File: src/rtl/mem_arbiter.sv
// Shares one backing-memory port between icache line refills and data accesses.
// Optional MEMARB_RR_EN: round-robin tie-break instead of fixed data priority.
`ifndef XLEN
`define XLEN 32
`endif

module mem_arbiter #(
  parameter int LINE_WORDS = 4,
  parameter int ADDR_W     = `XLEN,
  parameter int DATA_W     = `XLEN
) (
  input  logic              clk,
  input  logic              reset,
  input  logic              i_req,
  input  logic [ADDR_W-1:0] i_addr,
  output logic              i_ack,
  output logic              i_last,
  output logic [DATA_W-1:0] i_rdata,
  input  logic              d_req,
  input  logic              d_we,
  input  logic [3:0]        d_be,
  input  logic [ADDR_W-1:0] d_addr,
  input  logic [DATA_W-1:0] d_wdata,
  output logic              d_ack,
  output logic [DATA_W-1:0] d_rdata,
  output logic              m_req,
  output logic              m_we,
  output logic [3:0]        m_be,
  output logic [ADDR_W-1:0] m_addr,
  output logic [DATA_W-1:0] m_wdata,
  input  logic              m_ack,
  input  logic [DATA_W-1:0] m_rdata,
  output logic              busy
);

  localparam int BW  = $clog2(LINE_WORDS);
  localparam int OFF = BW + 2;

  typedef enum logic [1:0] {
    IDLE    = 2'd0,
    D_XFER  = 2'd1,
    I_BURST = 2'd2
  } state_t;

  state_t r_state;
  state_t w_state_nx;

  logic [BW-1:0]     r_beat;
  logic [BW-1:0]     w_beat_nx;
  logic              r_m_req;
  logic              w_m_req_nx;
  logic              r_m_we;
  logic              w_m_we_nx;
  logic [3:0]        r_m_be;
  logic [3:0]        w_m_be_nx;
  logic [ADDR_W-1:0] r_m_addr;
  logic [ADDR_W-1:0] w_m_addr_nx;
  logic [DATA_W-1:0] r_m_wdata;
  logic [DATA_W-1:0] w_m_wdata_nx;

  logic w_gnt_d;
  logic w_gnt_i;
  logic w_last_beat;
  logic w_unused;

  assign w_unused = ^{i_addr[OFF-1:0], d_addr[1:0]};

`ifdef MEMARB_RR_EN
  // r_last_grant: 1 = data granted last, 0 = icache granted last
  logic r_last_grant;
  logic w_last_grant_nx;

  always_comb begin
    w_gnt_d = d_req && (!i_req || !r_last_grant);
  end

  always_comb begin
    w_last_grant_nx = r_last_grant;
    if (r_state == IDLE && (d_req || i_req))
      w_last_grant_nx = w_gnt_d;
  end

  always_ff @(posedge clk or negedge reset) begin
    if (!reset)
      r_last_grant <= 1'b0;
    else
      r_last_grant <= w_last_grant_nx;
  end
`else
  always_comb begin
    w_gnt_d = d_req;
  end
`endif

  assign w_gnt_i     = i_req && !w_gnt_d;
  assign w_last_beat = (r_beat == BW'(LINE_WORDS - 1));

  always_comb begin
    w_state_nx   = r_state;
    w_beat_nx    = r_beat;
    w_m_req_nx   = r_m_req;
    w_m_we_nx    = r_m_we;
    w_m_be_nx    = r_m_be;
    w_m_addr_nx  = r_m_addr;
    w_m_wdata_nx = r_m_wdata;
    case (r_state)
      IDLE: begin
        if (w_gnt_d) begin
          w_state_nx   = D_XFER;
          w_m_req_nx   = 1'b1;
          w_m_we_nx    = d_we;
          w_m_be_nx    = d_we ? d_be : 4'b0000;
          w_m_addr_nx  = {d_addr[ADDR_W-1:2], 2'b00};
          w_m_wdata_nx = d_wdata;
        end else if (w_gnt_i) begin
          w_state_nx  = I_BURST;
          w_beat_nx   = '0;
          w_m_req_nx  = 1'b1;
          w_m_we_nx   = 1'b0;
          w_m_be_nx   = 4'b0000;
          w_m_addr_nx = {i_addr[ADDR_W-1:OFF], OFF'(0)};
        end
      end
      D_XFER: begin
        if (m_ack) begin
          w_state_nx = IDLE;
          w_m_req_nx = 1'b0;
          w_m_we_nx  = 1'b0;
          w_m_be_nx  = 4'b0000;
        end
      end
      I_BURST: begin
        if (m_ack) begin
          if (w_last_beat) begin
            w_state_nx = IDLE;
            w_m_req_nx = 1'b0;
            w_beat_nx  = '0;
          end else begin
            // m_req stays high: next beat issues without a bubble
            w_beat_nx   = r_beat + BW'(1);
            w_m_addr_nx = r_m_addr + ADDR_W'(4);
          end
        end
      end
      default: begin
        w_state_nx = IDLE;
        w_m_req_nx = 1'b0;
      end
    endcase
  end

  always_ff @(posedge clk or negedge reset) begin
    if (!reset) begin
      r_state   <= IDLE;
      r_beat    <= '0;
      r_m_req   <= 1'b0;
      r_m_we    <= 1'b0;
      r_m_be    <= 4'b0000;
      r_m_addr  <= '0;
      r_m_wdata <= '0;
    end else begin
      r_state   <= w_state_nx;
      r_beat    <= w_beat_nx;
      r_m_req   <= w_m_req_nx;
      r_m_we    <= w_m_we_nx;
      r_m_be    <= w_m_be_nx;
      r_m_addr  <= w_m_addr_nx;
      r_m_wdata <= w_m_wdata_nx;
    end
  end

  assign m_req   = r_m_req;
  assign m_we    = r_m_we;
  assign m_be    = r_m_be;
  assign m_addr  = r_m_addr;
  assign m_wdata = r_m_wdata;

  assign d_ack   = (r_state == D_XFER) && m_ack;
  assign i_ack   = (r_state == I_BURST) && m_ack;
  assign i_last  = i_ack && w_last_beat;
  assign d_rdata = m_rdata;
  assign i_rdata = m_rdata;
  assign busy    = (r_state != IDLE);

endmodule

File: config.mk
export PLATFORM = sky130hd
export DESIGN_NAME = mem_arbiter
export DESIGN_NICKNAME = d
export VERILOG_FILES = /design/src/rtl/mem_arbiter.sv
export SDC_FILE = /design/constraint.sdc
export NUM_CORES = 1
export LEC_CHECK = 0
export CAP_MARGIN = 20
export CORE_ASPECT_RATIO = 1.1
export CORE_MARGIN = 2
export CORE_UTILIZATION = 40
export DETAILED_ROUTE_END_ITERATION = 8
export PLACE_DENSITY = 0.83
export SLEW_MARGIN = 20
export SYNTH_ARGS = -nofsm -noshare
export SYNTH_HDL_FRONTEND = slang
export SYNTH_SLANG_ARGS = --single-unit
export TNS_END_PERCENT = 10
File: constraint.sdc
create_clock -name clk -period 3.74 [get_ports clk]
set_input_delay 0.374 -clock clk [delete_from_list [all_inputs] [get_ports clk]]
set_output_delay 0.374 -clock clk [all_outputs]
set_load 0.02 [all_outputs]
==> impl_metrics.tcl <==
set metrics [dict create \
    yosysTopAreaCell "dfrtp_1" \
    yosysUniqueCellTypes 54 \
    num_vias 4115 \
    clkSinkCount 72 \
    hp-class "input port to asynchronous set/reset pin" \
    die_h_um 116 \
    ys_async_sr_fraction_pct 100 \
    insertedDiodeCount 0 \
    cp.required_ns 4.00 \
    overflow 0 \
    numPortBuffers 171 \
    total_power_uw 5200 \
    post-route-min-period_ns 2.50 \
    slew_violations 0 \
    synth_most_common_cell "dfrtp_1" \
    h-tree-depth 3 \
    areaGrowthSynthToFinish_pct 36.2 \
    tightest_slew_ns 1.11 \
    cts-buffers-inserted 9 \
    cp-start-kind "flop" \
    pin_count 276 \
    cts_hold_buffers 0 \
    drv_cap 0 \
    antenna_found_initial 0 \
    yosysWarnings 0 \
    first_pass_iters 6 \
    worst_skew_pair.late_latency_ns 0.33 \
    ys_seq_area_share_pct 39.5 \
    synth_top_cells_by_area "dfrtp_1 39%, buf_4 11%, mux2_2 8.9%" \
    max_freq_mhz 400 \
    synth-edff-count 0 \
    finalSetupViolCount 0 \
    die-area_um2 12300 \
    core_area_um2 11000 \
    drc 0 \
    syn_inst 470 \
    crit_arrival_ns 2.76 \
    first_global_vias 3893 \
    p_leak_uw 0.00247 \
    fin_skew_ns 0.00625 \
    instances_no_fill 715 \
    viasPerCell 5.76 \
    rsz0062_at_grt "false" \
    p_per_area_nw_per_um2 836 \
    netlist.area_leader.share_pct 39.5 \
    rows 40 \
    grtUsageTotal_pct 21.4 \
    synth_commonest_cells "72 x dfrtp_1, 66 x buf_4, 36 x mux2_2" \
    final_layout_size_suffix_gt1_share_pct 12.5 \
    ant_nets 0 \
    post-route-util_pct 56.4 \
    hold_violations 0 \
    postCtsSetupBuffers 0 \
    cts_buffer_depth 2 \
    grt_pass1_wl_um 20400 \
    irDropWorstVdd_mv 0.414 \
    dieWidth_um 106 \
    end_kind "flop" \
    crit_type "flop to flop" \
    synth_flop_cell "dfrtp_1" \
    relSlewSlack_pct 26.2 \
    tns_ns 0 \
    initial_core_util_pct 41.4 \
    status "complete, no violations" \
    cp_max_fo 20 \
    grt_max_degree 73 \
    wl_per_cell_um 18.9 \
    clkSlewWorstSetupHoldPaths_ns 0.06 \
    drt-initial-drc-count 363 \
    netlist_area_um2 4560 \
    wl_um 13500 \
    ys_ff_latch 72 \
    placedCellCount 699 \
    dpl.hpwl_um 9750 \
    gp_congestion 0.847 \
    syn_area_per_cell_um2 9.71 \
    fin_crit_sh_pct 66.9 \
    cts_resized 0 \
    clock-root-buffer "clkbuf_16" \
    nNetsFinal 703 \
    cts_tree "yes" \
]
[final cells by class]
| type | count | area [um^2] |
|---|---|---|
| clock buffer | 9 | 225 |
| clock inverter | 7 | 96.3 |
| inverter | 5 | 18.8 |
| sequential | 72 | 1800 |
| timing repair buffer | 176 | 1740 |
| fill | 965 | 4800 |
| multi-input combinational | 299 | 2140 |
| tap | 147 | 184 |
[critical path, cell delays in order, from the launching register on]
cell and delay, ns:
dfrtp_1 0.56, nor2_1 0.38, inv_1 0.15, o21ai_2 0.85, buf_4 0.29, a21oi_1 0.08
a21oi_1 0.12
[state kept, by name, summed over array words and instances, names as in the netlist]
register / flops
r_beat: 2
m_we: 1
m_wdata: 32
r_state: 2
m_addr: 30
m_be: 4
m_req: 1
[layout by cell type (no fill, tap or decap), types with 4 or more instances in the layout]
cell type	count
mux2_2	36
inv_1	5
a211oi_1	10
a31oi_1	5
clkbuf_16	9
buf_4	6
and3_1	10
nand2_1	32
dfrtp_1	72
o21ai_0	13
mux2i_1	28
or4b_1	4
a32o_1	4
nor2_1	18
nand3_1	17
nand4_1	9
clkdlybuf4s50_1	169
nor4_1	11
nor3_1	7
o211ai_1	4
and4_1	7
a21oi_1	25
[layer usage]
metal | share of wire (%) | track usage (%)
met2 | 50 | 37.2
met4 | 3.5 | 10.2
met5 | 0 | 0
met1 | 38 | 25.2
met3 | 8.2 | 4.84
[metrics by stage]
step / cell area (um^2) / setup slack (ns) / hold WS (ns)
floorplan: 4570 / 1.56 / 0.0784
CTS: 6210 / 1.30 / 0.237
global placement: 5890 / 1.34 / 0.479
finish: 6210 / 1.24 / 0.176
detailed placement: 5890 / 1.31 / 0.484
global route: 6210 / 1.08 / 0.282
[path summary, 6_finish.rpt]
check	startpoint	end	slack [ns]	cells after the start
max	r_state[1]	m_addr[12]	1.24	6
min	reset	m_addr[21]	0.18	1
max reg2reg	r_state[1]	m_addr[12]	1.24	6
min reg2reg	m_be[2]	m_be[2]	0.50	1
max in group asynchronous	reset	m_wdata[1]	2.95	1
min in group clk	m_be[2]	m_be[2]	0.50	1
[cell families after synthesis]
| group | synth area share, % |
|---|---|
| compound gates | 12.9 |
| fa+ha+maj | 0.548 |
| buf+inv | 13.8 |
| flops | 39.5 |
| mux | 15.0 |
| other cells | 0.0822 |
| simple gates | 18.1 |
[where the power goes]
group | total, uW | internal, uW | switching, uW
logic | 2660 | 1280 | 1380
clock network | 926 | 584 | 342
registers | 1610 | 1170 | 446
total | 5200 | 3030 | 2160
No activity file was read; power rests on OpenSTA's default activity.
